File: config.mk
export PLATFORM = sky130hd
export DESIGN_NAME = uart_cmd_parser_flat
export DESIGN_NICKNAME = d
export VERILOG_FILES = /design/src/rtl/uart_cmd_parser_pkg.sv /design/src/rtl/uart_cmd_parser_if.sv /design/src/rtl/uart_cmd_parser_chardec.sv /design/src/rtl/uart_cmd_parser.sv /design/src/flat_wrapper.sv
export SDC_FILE = /design/constraint.sdc
export NUM_CORES = 1
export LEC_CHECK = 0
export ABC_CLOCK_PERIOD_IN_PS = 2000
export CAP_MARGIN = 20
export CORE_MARGIN = 3
export CORE_UTILIZATION = 33
export DETAILED_ROUTE_END_ITERATION = 8
export SLEW_MARGIN = 0
export SYNTH_ARGS = -nofsm -noshare
export SYNTH_HDL_FRONTEND = slang
export SYNTH_SLANG_ARGS = --single-unit
File: constraint.sdc
create_clock -name clk -period 2 [get_ports clk]
set_clock_uncertainty 0.05 [all_clocks]
set_input_delay 0.3 -clock clk [delete_from_list [all_inputs] [get_ports clk]]
set_output_delay 0.3 -clock clk [all_outputs]
set_load 0.01 [all_outputs]
File: src/rtl/uart_cmd_parser_pkg.sv
// Shared definitions for the UART command parser: ASCII constants,
// parser state encoding and hex-digit-count derivation.
package uart_cmd_parser_pkg;

   localparam logic [7:0] ASCII_CR = 8'h0D;
   localparam logic [7:0] ASCII_LF = 8'h0A;
   localparam logic [7:0] ASCII_W  = 8'h57;
   localparam logic [7:0] ASCII_R  = 8'h52;
   localparam logic [7:0] ASCII_0  = 8'h30;
   localparam logic [7:0] ASCII_3  = 8'h33;
   localparam logic [7:0] ASCII_9  = 8'h39;
   localparam logic [7:0] ASCII_A  = 8'h41;
   localparam logic [7:0] ASCII_F  = 8'h46;

   typedef enum logic [2:0] {
      ST_IDLE,
      ST_W_REG,
      ST_W_HEX,
      ST_R_REG,
      ST_R_TERM,
      ST_R_ISSUE,
      ST_ERR
   } state_e;

   // Maximum number of hex digits a write command may carry.
   function automatic int nib_of(input int data_w);
      return data_w / 4;
   endfunction

endpackage

File: src/rtl/uart_cmd_parser_if.sv
// Bus bundle between the command parser and its surroundings: RX byte
// stream, register-write port, register-read port and print path.
interface uart_cmd_parser_if #(
   parameter int DATA_W = 16
);
   logic [7:0]        i_rx_data;
   logic              i_rx_valid;
   logic              o_wr_stb;
   logic [1:0]        o_wr_reg;
   logic [DATA_W-1:0] o_wr_data;
   logic [1:0]        o_rd_reg;
   logic [DATA_W-1:0] i_rd_data;
   logic              o_tx_stb;
   logic [1:0]        o_tx_reg;
   logic [DATA_W-1:0] o_tx_data;
   logic              i_tx_busy;
   logic              o_err_stb;
   logic              o_busy;

   // Parser side.
   modport master (
      input  i_rx_data, i_rx_valid, i_rd_data, i_tx_busy,
      output o_wr_stb, o_wr_reg, o_wr_data, o_rd_reg,
             o_tx_stb, o_tx_reg, o_tx_data, o_err_stb, o_busy
   );

   // UART / register file / print path side.
   modport slave (
      output i_rx_data, i_rx_valid, i_rd_data, i_tx_busy,
      input  o_wr_stb, o_wr_reg, o_wr_data, o_rd_reg,
             o_tx_stb, o_tx_reg, o_tx_data, o_err_stb, o_busy
   );
endinterface

File: src/rtl/uart_cmd_parser_chardec.sv
// Combinational classifier for one received byte.
// Optional macro UART_CMD_LOWERCASE_EN: fold 'a'-'z' to uppercase so that
// 'w', 'r' and 'a'-'f' decode like their uppercase forms.
module uart_cmd_parser_chardec
   import uart_cmd_parser_pkg::*;
(
   input  logic [7:0] ch_in,
   output logic       is_hex,
   output logic [3:0] nib,
   output logic       is_reg,
   output logic [1:0] reg_idx,
   output logic       is_w,
   output logic       is_r,
   output logic       is_term
);
   logic [7:0] ch;

   // Classify the byte; letters are optionally case-folded first.
   always_comb begin
      ch = ch_in;
`ifdef UART_CMD_LOWERCASE_EN
      if (ch_in >= 8'h61 && ch_in <= 8'h7A) ch = ch_in & 8'hDF;
`endif
      is_w    = (ch == ASCII_W);
      is_r    = (ch == ASCII_R);
      is_term = (ch_in == ASCII_CR) || (ch_in == ASCII_LF);
      is_reg  = (ch_in >= ASCII_0) && (ch_in <= ASCII_3);
      reg_idx = ch_in[1:0];
      is_hex  = 1'b0;
      nib     = 4'd0;
      if (ch >= ASCII_0 && ch <= ASCII_9) begin
         is_hex = 1'b1;
         nib    = ch[3:0];
      end else if (ch >= ASCII_A && ch <= ASCII_F) begin
         is_hex = 1'b1;
         nib    = ch[3:0] + 4'd9;
      end
   end
endmodule

File: src/rtl/uart_cmd_parser.sv
// ASCII command parser: "W<r><hex..>" + CR/LF writes a register,
// "R<r>" + CR/LF prints a register through the UART print path.
// Optional macro UART_CMD_LOWERCASE_EN (decoded in the chardec sub-module).
module uart_cmd_parser
   import uart_cmd_parser_pkg::*;
#(
   parameter int DATA_W = 16
) (
   input logic                clk,
   input logic                rst,
   uart_cmd_parser_if.master  bus
);
   localparam int NIB   = nib_of(DATA_W);
   localparam int CNT_W = $clog2(NIB + 1);

   state_e            state_q, state_d;
   logic [DATA_W-1:0] acc_q, acc_d;
   logic [CNT_W-1:0]  cnt_q, cnt_d;
   logic [1:0]        idx_q, idx_d;
   logic              wr_stb_q, wr_stb_d;
   logic [1:0]        wr_reg_q, wr_reg_d;
   logic [DATA_W-1:0] wr_data_q, wr_data_d;
   logic [1:0]        rd_reg_q, rd_reg_d;
   logic              tx_stb_q, tx_stb_d;
   logic [1:0]        tx_reg_q, tx_reg_d;
   logic [DATA_W-1:0] tx_data_q, tx_data_d;
   logic              err_stb_q, err_stb_d;

   logic       is_hex, is_reg, is_w, is_r, is_term;
   logic [3:0] nib;
   logic [1:0] reg_idx;

   uart_cmd_parser_chardec u_chardec (
      .ch_in   (bus.i_rx_data),
      .is_hex  (is_hex),
      .nib     (nib),
      .is_reg  (is_reg),
      .reg_idx (reg_idx),
      .is_w    (is_w),
      .is_r    (is_r),
      .is_term (is_term)
   );

   // Next-state and next-output logic for one accepted byte per cycle.
   always_comb begin
      // NOTE: every variable gets a default first, so no path can infer a latch.
      state_d   = state_q;
      acc_d     = acc_q;
      cnt_d     = cnt_q;
      idx_d     = idx_q;
      wr_stb_d  = 1'b0;
      wr_reg_d  = wr_reg_q;
      wr_data_d = wr_data_q;
      rd_reg_d  = rd_reg_q;
      tx_stb_d  = 1'b0;
      tx_reg_d  = tx_reg_q;
      tx_data_d = tx_data_q;
      err_stb_d = 1'b0;
      case (state_q)
         ST_IDLE: if (bus.i_rx_valid) begin
            if (is_w)              state_d = ST_W_REG;
            else if (is_r)         state_d = ST_R_REG;
            else if (!is_term) begin
               state_d   = ST_ERR;
               err_stb_d = 1'b1;
            end
         end
         ST_W_REG: if (bus.i_rx_valid) begin
            if (is_reg) begin
               idx_d   = reg_idx;
               acc_d   = '0;
               cnt_d   = '0;
               state_d = ST_W_HEX;
            end else begin
               state_d   = ST_ERR;
               err_stb_d = 1'b1;
            end
         end
         ST_W_HEX: if (bus.i_rx_valid) begin
            if (is_hex && cnt_q < CNT_W'(NIB)) begin
               // Accumulator starts at zero, so short numbers come out zero-extended.
               acc_d = {acc_q[DATA_W-5:0], nib};
               cnt_d = cnt_q + CNT_W'(1);
            end else if (is_term && cnt_q != '0) begin
               wr_stb_d  = 1'b1;
               wr_reg_d  = idx_q;
               wr_data_d = acc_q;
               state_d   = ST_IDLE;
            end else begin
               state_d   = ST_ERR;
               err_stb_d = 1'b1;
            end
         end
         ST_R_REG: if (bus.i_rx_valid) begin
            if (is_reg) begin
               rd_reg_d = reg_idx;
               state_d  = ST_R_TERM;
            end else begin
               state_d   = ST_ERR;
               err_stb_d = 1'b1;
            end
         end
         ST_R_TERM: if (bus.i_rx_valid) begin
            state_d = is_term ? ST_R_ISSUE : ST_ERR;
            err_stb_d = !is_term;
         end
         ST_R_ISSUE: begin
            if (!bus.i_tx_busy) begin
               tx_stb_d  = 1'b1;
               tx_reg_d  = rd_reg_q;
               tx_data_d = bus.i_rd_data;
               state_d   = ST_IDLE;
            end
            // Bytes arriving while the print request is outstanding are dropped.
            err_stb_d = bus.i_rx_valid;
         end
         ST_ERR: if (bus.i_rx_valid && is_term) state_d = ST_IDLE;
         default: state_d = ST_IDLE;
      endcase
   end

   // State and output registers with synchronous reset.
   always_ff @(posedge clk) begin
      // NOTE: non-blocking assignments so every register samples pre-edge values.
      if (rst) begin
         state_q   <= ST_IDLE;
         acc_q     <= '0;
         cnt_q     <= '0;
         idx_q     <= '0;
         wr_stb_q  <= 1'b0;
         wr_reg_q  <= '0;
         wr_data_q <= '0;
         rd_reg_q  <= '0;
         tx_stb_q  <= 1'b0;
         tx_reg_q  <= '0;
         tx_data_q <= '0;
         err_stb_q <= 1'b0;
      end else begin
         state_q   <= state_d;
         acc_q     <= acc_d;
         cnt_q     <= cnt_d;
         idx_q     <= idx_d;
         wr_stb_q  <= wr_stb_d;
         wr_reg_q  <= wr_reg_d;
         wr_data_q <= wr_data_d;
         rd_reg_q  <= rd_reg_d;
         tx_stb_q  <= tx_stb_d;
         tx_reg_q  <= tx_reg_d;
         tx_data_q <= tx_data_d;
         err_stb_q <= err_stb_d;
      end
   end

   assign bus.o_wr_stb  = wr_stb_q;
   assign bus.o_wr_reg  = wr_reg_q;
   assign bus.o_wr_data = wr_data_q;
   assign bus.o_rd_reg  = rd_reg_q;
   assign bus.o_tx_stb  = tx_stb_q;
   assign bus.o_tx_reg  = tx_reg_q;
   assign bus.o_tx_data = tx_data_q;
   assign bus.o_err_stb = err_stb_q;
   assign bus.o_busy    = (state_q != ST_IDLE);
endmodule
File: src/flat_wrapper.sv
// flat-port wrapper written by rule: the top's interface ports become plain ports
module uart_cmd_parser_flat import uart_cmd_parser_pkg::*;
#(
   parameter int DATA_W = 16
)
  (clk, rst, bus_i_rx_data, bus_i_rx_valid, bus_i_rd_data, bus_i_tx_busy, bus_o_wr_stb, bus_o_wr_reg, bus_o_wr_data, bus_o_rd_reg, bus_o_tx_stb, bus_o_tx_reg, bus_o_tx_data, bus_o_err_stb, bus_o_busy);
  uart_cmd_parser_if #(.DATA_W(DATA_W)) bus_i ();
  input logic clk;
  input logic rst;
  input wire logic [$bits(bus_i.i_rx_data)-1:0] bus_i_rx_data;
  input wire logic [$bits(bus_i.i_rx_valid)-1:0] bus_i_rx_valid;
  input wire logic [$bits(bus_i.i_rd_data)-1:0] bus_i_rd_data;
  input wire logic [$bits(bus_i.i_tx_busy)-1:0] bus_i_tx_busy;
  output wire logic [$bits(bus_i.o_wr_stb)-1:0] bus_o_wr_stb;
  output wire logic [$bits(bus_i.o_wr_reg)-1:0] bus_o_wr_reg;
  output wire logic [$bits(bus_i.o_wr_data)-1:0] bus_o_wr_data;
  output wire logic [$bits(bus_i.o_rd_reg)-1:0] bus_o_rd_reg;
  output wire logic [$bits(bus_i.o_tx_stb)-1:0] bus_o_tx_stb;
  output wire logic [$bits(bus_i.o_tx_reg)-1:0] bus_o_tx_reg;
  output wire logic [$bits(bus_i.o_tx_data)-1:0] bus_o_tx_data;
  output wire logic [$bits(bus_i.o_err_stb)-1:0] bus_o_err_stb;
  output wire logic [$bits(bus_i.o_busy)-1:0] bus_o_busy;
  assign bus_i.i_rx_data = bus_i_rx_data;
  assign bus_i.i_rx_valid = bus_i_rx_valid;
  assign bus_i.i_rd_data = bus_i_rd_data;
  assign bus_i.i_tx_busy = bus_i_tx_busy;
  assign bus_o_wr_stb = bus_i.o_wr_stb;
  assign bus_o_wr_reg = bus_i.o_wr_reg;
  assign bus_o_wr_data = bus_i.o_wr_data;
  assign bus_o_rd_reg = bus_i.o_rd_reg;
  assign bus_o_tx_stb = bus_i.o_tx_stb;
  assign bus_o_tx_reg = bus_i.o_tx_reg;
  assign bus_o_tx_data = bus_i.o_tx_data;
  assign bus_o_err_stb = bus_i.o_err_stb;
  assign bus_o_busy = bus_i.o_busy;
  uart_cmd_parser #(.DATA_W(DATA_W)) u_core (.clk(clk), .rst(rst), .bus(bus_i));
endmodule
==> results of run 1 <==
## per-layer routing
layer | part of all wire (%) | up-vias
li1 | - | 1389
met5 | 0 | -
met2 | 47 | 89
met1 | 46 | 1230
met3 | 6.1 | 10
met4 | 1.5 | 0
## repair_timing
| item | in CTS | in global routing |
|---|---|---|
| hold endpoints to repair | 0 | 0 |
| setup endpoints to repair | 42 | 14 |
| gates cloned | 0 | 1 |
| setup buffers | 0 | 2 |
| resized for setup | 8 | 11 |
| pin swaps | 1 | 4 |
## synthesized netlist by cell type (all sizes together) (2+ instances only)
cell	number	area (um2)
nand3	7	35.0
inv	7	26.3
nor2	18	70.1
a32o	2	20.0
a31oi	3	18.8
a21o	2	15.0
clkbuf	7	26.3
buf	14	91.3
nand4b	2	17.5
or3	4	25.0
and3	3	18.8
a21oi	60	304
nand4	2	12.5
ha	6	75.1
mux2i	3	30.0
dfxtp	65	1300
o221ai	2	17.5
mux2	2	22.5
nor2b	6	37.5
nand2	106	400
a311oi	3	26.3
o21ai	4	27.5
nor3	2	15.0
## cells by family (layout without fill, tap and decap cells)
kind of cell               Yosys count  after routing  synth area share (%)
AOI/OAI and AO/OA                   86             86                  18.3
xor gates and xnor gates             1              1                 0.307
adders and majority gates            6              6                  2.63
buffers and inverters               28            128                  5.04
DFF                                 65             65                  45.6
muxes                                5              5                  1.84
and+or+nand+nor                    162            162                  26.2
## power breakdown
group	internal [mW]	switching [mW]	leakage [nW]	total (mW)
Clock	0.543	0.456	0.0915	0.999
Sequential	1.30	0.00404	0.525	1.31
Combinational	0.137	0.131	0.876	0.268
Total	1.98	0.591	1.49	2.57
## layout make-up
class	instances	area [um2]
repair buffers	106	1020
fillers	855	4210
inverters	7	26.3
clock buffers	13	169
well taps	105	131
multi-input cells	260	1430
flip-flops and latches	65	1300
clock inverters	2	12.5
## path summary, 6_finish.rpt
kind | end | slack, ps | cells past startpoint
min reg2reg | u_core.bus.o_wr_data[7] | 400 | 2
max reg2reg | u_core.acc_q[3] | 200 | 5
min | u_core.bus.o_rd_reg[0] | 230 | 3
max | u_core.acc_q[2] | 60 | 7
## worst register-to-register path: stages, from the launching register on
cell and delay (ps):
dfxtp_2 390, nor3b_4 310, and2b_1 220, o21ai_2 80
or4b_1 560, o21ai_1 130
## through the flow
stage / area [um2] / total power [mW]
floorplan: 2850 / 1.46
global placement: 3840 / 1.60
detailed placement: 3840 / 1.60
CTS: 4040 / 2.61
global route: 4090 / 2.69
finish: 4090 / 2.57
==> flow_summary.ini, run 1 <==
[status]
outcome = finished, final reports clean

[logic_synthesis]
ys_warn_count = 0
synth_edf_count = 0
syn_area_per_cell_um2 = 8.08
yosysUniqueCellTypes = 56
ys_seq_elements = 65
synth_nets = 387
synthCells = 353
async_flop_share_pct = 0
synth-seq-area-share_pct = 45.6
syn_area_um2 = 2850
synth_ff_type = dfxtp_1

[sta]
timing.final.crit_share_pct = 97.1
timing.hold.ws_ps = 230
drv_slew = 0
setup_violations = 0
max_freq_ghz = 0.515
maxSlewHeadroom_pct = 63.2
fin_tns_setup_ps = 0
fin_ws_ps = 58.5
min_period_ps = 1940
hold_viol_final = 0
worst_pin_slew_ps = 552

[route]
drc_errors = 0
drt_first_iter_violations = 147
final_antenna_net_count = 0
firstDrtPassIters = 4
route.vias.total = 2718
routed_wl_um = 7320
post_drt_wl_per_cell_um = 13.1
post_drt_via_cell_ratio = 4.87

[global_route]
grt-ovfl-total = 0
met2_usage_pct = 24.1
grt_busiest_layer = met2
grt_pass1_wl_um = 12100
grt.met1_usage_pct = 19.9
grt_max_degree = 54
first_global_vias = 2572
met3_usage_pct = 3.54
antenna_found_initial = 0
grt_usage_pct = 15.1

[final_layout]
final_cell_mix = nand2_1, dfxtp_1, clkdlybuf4s50_1, a21oi_1, buf_4
final_nets = 483
antenna_cells = 0
final_common_cell = nand2_1
postLayoutCoreUtil_pct = 49.3
synthToLayoutAreaGrowth_pct = 43.4
final_layout_size_suffix_gt1_share_pct = 15.2
finalNonFillerCells = 558

[cts]
cts_tree = yes
cts_sinks = 65
worst_skew_pair.late_latency_ps = 330
path_clk_slew_ps = 70
ctsHoldBuffers = 0
cts-root-buf = clkbuf_8
cts_max_path_buffers = 2
h-tree-depth = 3
cts_buffers = 9

[placed_design]
finalWeightedCongestion = 0.877
dp_cells = 540
numPortBuffers = 69
pre_cts_slack_ps = -569
dp_hpwl_um = 5250

[setup_path]
crit_fanout = 3
worstSetupStartpointType = primary input
worstReg2RegStart = u_core.state_q[0]
critical-path-top-delay-family = buffers and inverters
path_cells = clkdlybuf4s50_1 -> nor3_2 -> buf_4 -> nand4_1 -> a211oi_4 -> a21oi_2 -> mux2_1
critPathSlowestCell = clkdlybuf4s50_1
path_class = primary input to register
arrival_ps = 2110
crit_buf_inv = 2
crit_path_end_kind = register
crit_required_ps = 2170
critPathMaxStageDelay_ps = 450
crit_path_start = bus_i_rx_data[4]

[floorplanning]
core_um2 = 8300
start_util_pct = 34.4
fp-row-count = 33
die_area_um2 = 9800
die_h_um = 99.0
die_x_um = 99.0
io_pins = 70

[power_and_ir_drop]
powerDensity_nw_per_um2 = 629
p_leak_nw = 1.49
irDropWorstVdd_mv = 0.273

[job]
maxCapViolCount = 0

[min_path]
hold_path.class = primary input to register
worstHoldStart = bus_i_rx_data[0]
No activity file was read; power rests on OpenSTA's default activity.
==> run 2: changes to the inputs <==
- HOLD_SLACK_MARGIN: unset -> 0.1
- MAX_ROUTING_LAYER: unset -> met4
==> flow_summary.ini, run 2 (synthesis gave the netlist of run 1 again) <==
[floorplanning]
die_area_um2 = 9800
io_pins = 70
start_util_pct = 34.4
die_h_um = 99.0
die_x_um = 99.0
core_um2 = 8300
fp-row-count = 33

[final_layout]
n_fill_cell = 855
antenna_cells = 0
final_cell_mix = nand2_1, dfxtp_1, clkdlybuf4s50_1, a21oi_1, buf_4
final_common_cell = nand2_1
regArea_um2 = 1300
final_nets = 483
multi_input_area_um2 = 1430
final_layout_size_suffix_gt1_share_pct = 15.2
finalNonFillerCells = 558
synthToLayoutAreaGrowth_pct = 43.4

[sta]
setup_violations = 0
drv_slew = 0
hold_viol_final = 0
fin_tns_setup_ps = 0
maxSlewHeadroom_pct = 63.4
max_freq_ghz = 0.514
min_period_ps = 1940
fin_ws_ps = 56.0
worst_pin_slew_ps = 549
timing.final.crit_share_pct = 97.2

[global_route]
first_global_vias = 2593
grt_max_degree = 54
grt_pass1_wl_um = 12100
antenna_found_initial = 0
grt_usage_pct = 15.5
grt-ovfl-total = 0

[power_and_ir_drop]
powerDensity_nw_per_um2 = 628
internal-power_mw = 1.98
p_leak_nw = 1.49
irDropWorstVdd_mv = 0.273
p_comb_share_pct = 10.4
pwr-share-seq_pct = 50.8
switching_power_uw = 588
swShare_pct = 22.9
pwr-share-clk_pct = 38.8

[status]
outcome = finished, final reports clean

[route]
drt_first_iter_violations = 134
post_drt_wl_per_cell_um = 13.1
final_antenna_net_count = 0
drc_errors = 0
routed_wl_um = 7310
post_drt_via_cell_ratio = 4.90
route.vias.total = 2735
firstDrtPassIters = 4

[setup_path]
crit_path_end_kind = register
path_class = primary input to register
arrival_ps = 2110
worstSetupStartpointType = primary input
crit_required_ps = 2160
crit_fanout = 3

[min_path]
hold_path.class = primary input to register

[job]
maxCapViolCount = 0

[placed_design]
dp_cells = 540
pre_cts_slack_ps = -569
numPortBuffers = 69
dp_hpwl_um = 5250
finalWeightedCongestion = 0.892

[cts]
cts_max_path_buffers = 2
cts_sinks = 65
cts-root-buf = clkbuf_8
cts_buffers = 9
ctsHoldBuffers = 0
h-tree-depth = 3
path_clk_slew_ps = 70
worst_skew_pair.late_latency_ps = 330
cts_tree = yes
## run 2: layer usage
layer | up-vias | GRT usage (%) | part of all wire, %
met2 | 89 | 24.2 | 47
li1 | 1390 | - | -
met3 | 12 | 3.96 | 5.7
met5 | - | - | 0
met4 | 0 | 4.94 | 1.6
met1 | 1244 | 19.7 | 46
## run 2: power by group through the flow
stage | logic [mW] | clock network (mW) | registers [mW]
2_1_floorplan | 0.130 | 0 | 1.33
3_3_place_gp | 0.262 | 0 | 1.33
3_5_place_dp | 0.264 | 0 | 1.33
4_1_cts | 0.265 | 1.04 | 1.30
5_1_grt | 0.289 | 1.10 | 1.30
6_report | 0.268 | 0.996 | 1.31
## run 2: cell type report
type / instances / share of cell area (%)
Multi-Input combinational cell: 260 / 35.0
Sequential cell: 65 / 31.8
Timing Repair Buffer: 106 / 24.8
Clock buffer: 13 / 4.13
Tap cell: 105 / 3.21
Inverter: 7 / 0.642
Clock inverter: 2 / 0.306
## run 2: critical path, stage by stage
cell and delay, ps:
clkdlybuf4s50_1 450, nor3_2 220, buf_4 160, nand4_1 190, a211oi_4 390, a21oi_2 80
mux2_1 310
## run 2: per-stage QoR
| stage | total power [mW] | cell area (um2) | util [%] | hold slack, ps |
|---|---|---|---|---|
| floorplan | 1.46 | 2850 | - | 382 |
| global placement | 1.60 | 3840 | 46.3 | 392 |
| detailed placement | 1.60 | 3840 | 46.3 | 395 |
| CTS | 2.61 | 4040 | 48.7 | 398 |
| global route | 2.69 | 4090 | 49.3 | 234 |
| finish | 2.57 | 4090 | 49.3 | 232 |
## run 2: final timing paths
path	from	endpoint	slack (ps)	cells past startpoint
worst max-delay path	bus_i_rx_data[4]	u_core.acc_q[2]	60	7
worst min-delay path	bus_i_rx_data[0]	u_core.bus.o_rd_reg[0]	230	3
worst max register to register	u_core.state_q[0]	u_core.acc_q[3]	210	5
worst min register to register	u_core.bus.o_tx_reg[1]	u_core.bus.o_tx_reg[1]	400	2
## run 2: what timing repair did
action / CTS / global route
pin swaps: 1 / 4
setup endpoints to repair: 42 / 13
cloned: 0 / 1
resized for setup: 8 / 11
setup buffers: 0 / 2
==> run 3: changes to the inputs <==
- CAP_MARGIN: 20 -> unset
==> results of run 3 <==
The final DEF is identical to that of run 2; final timing and power are the same.
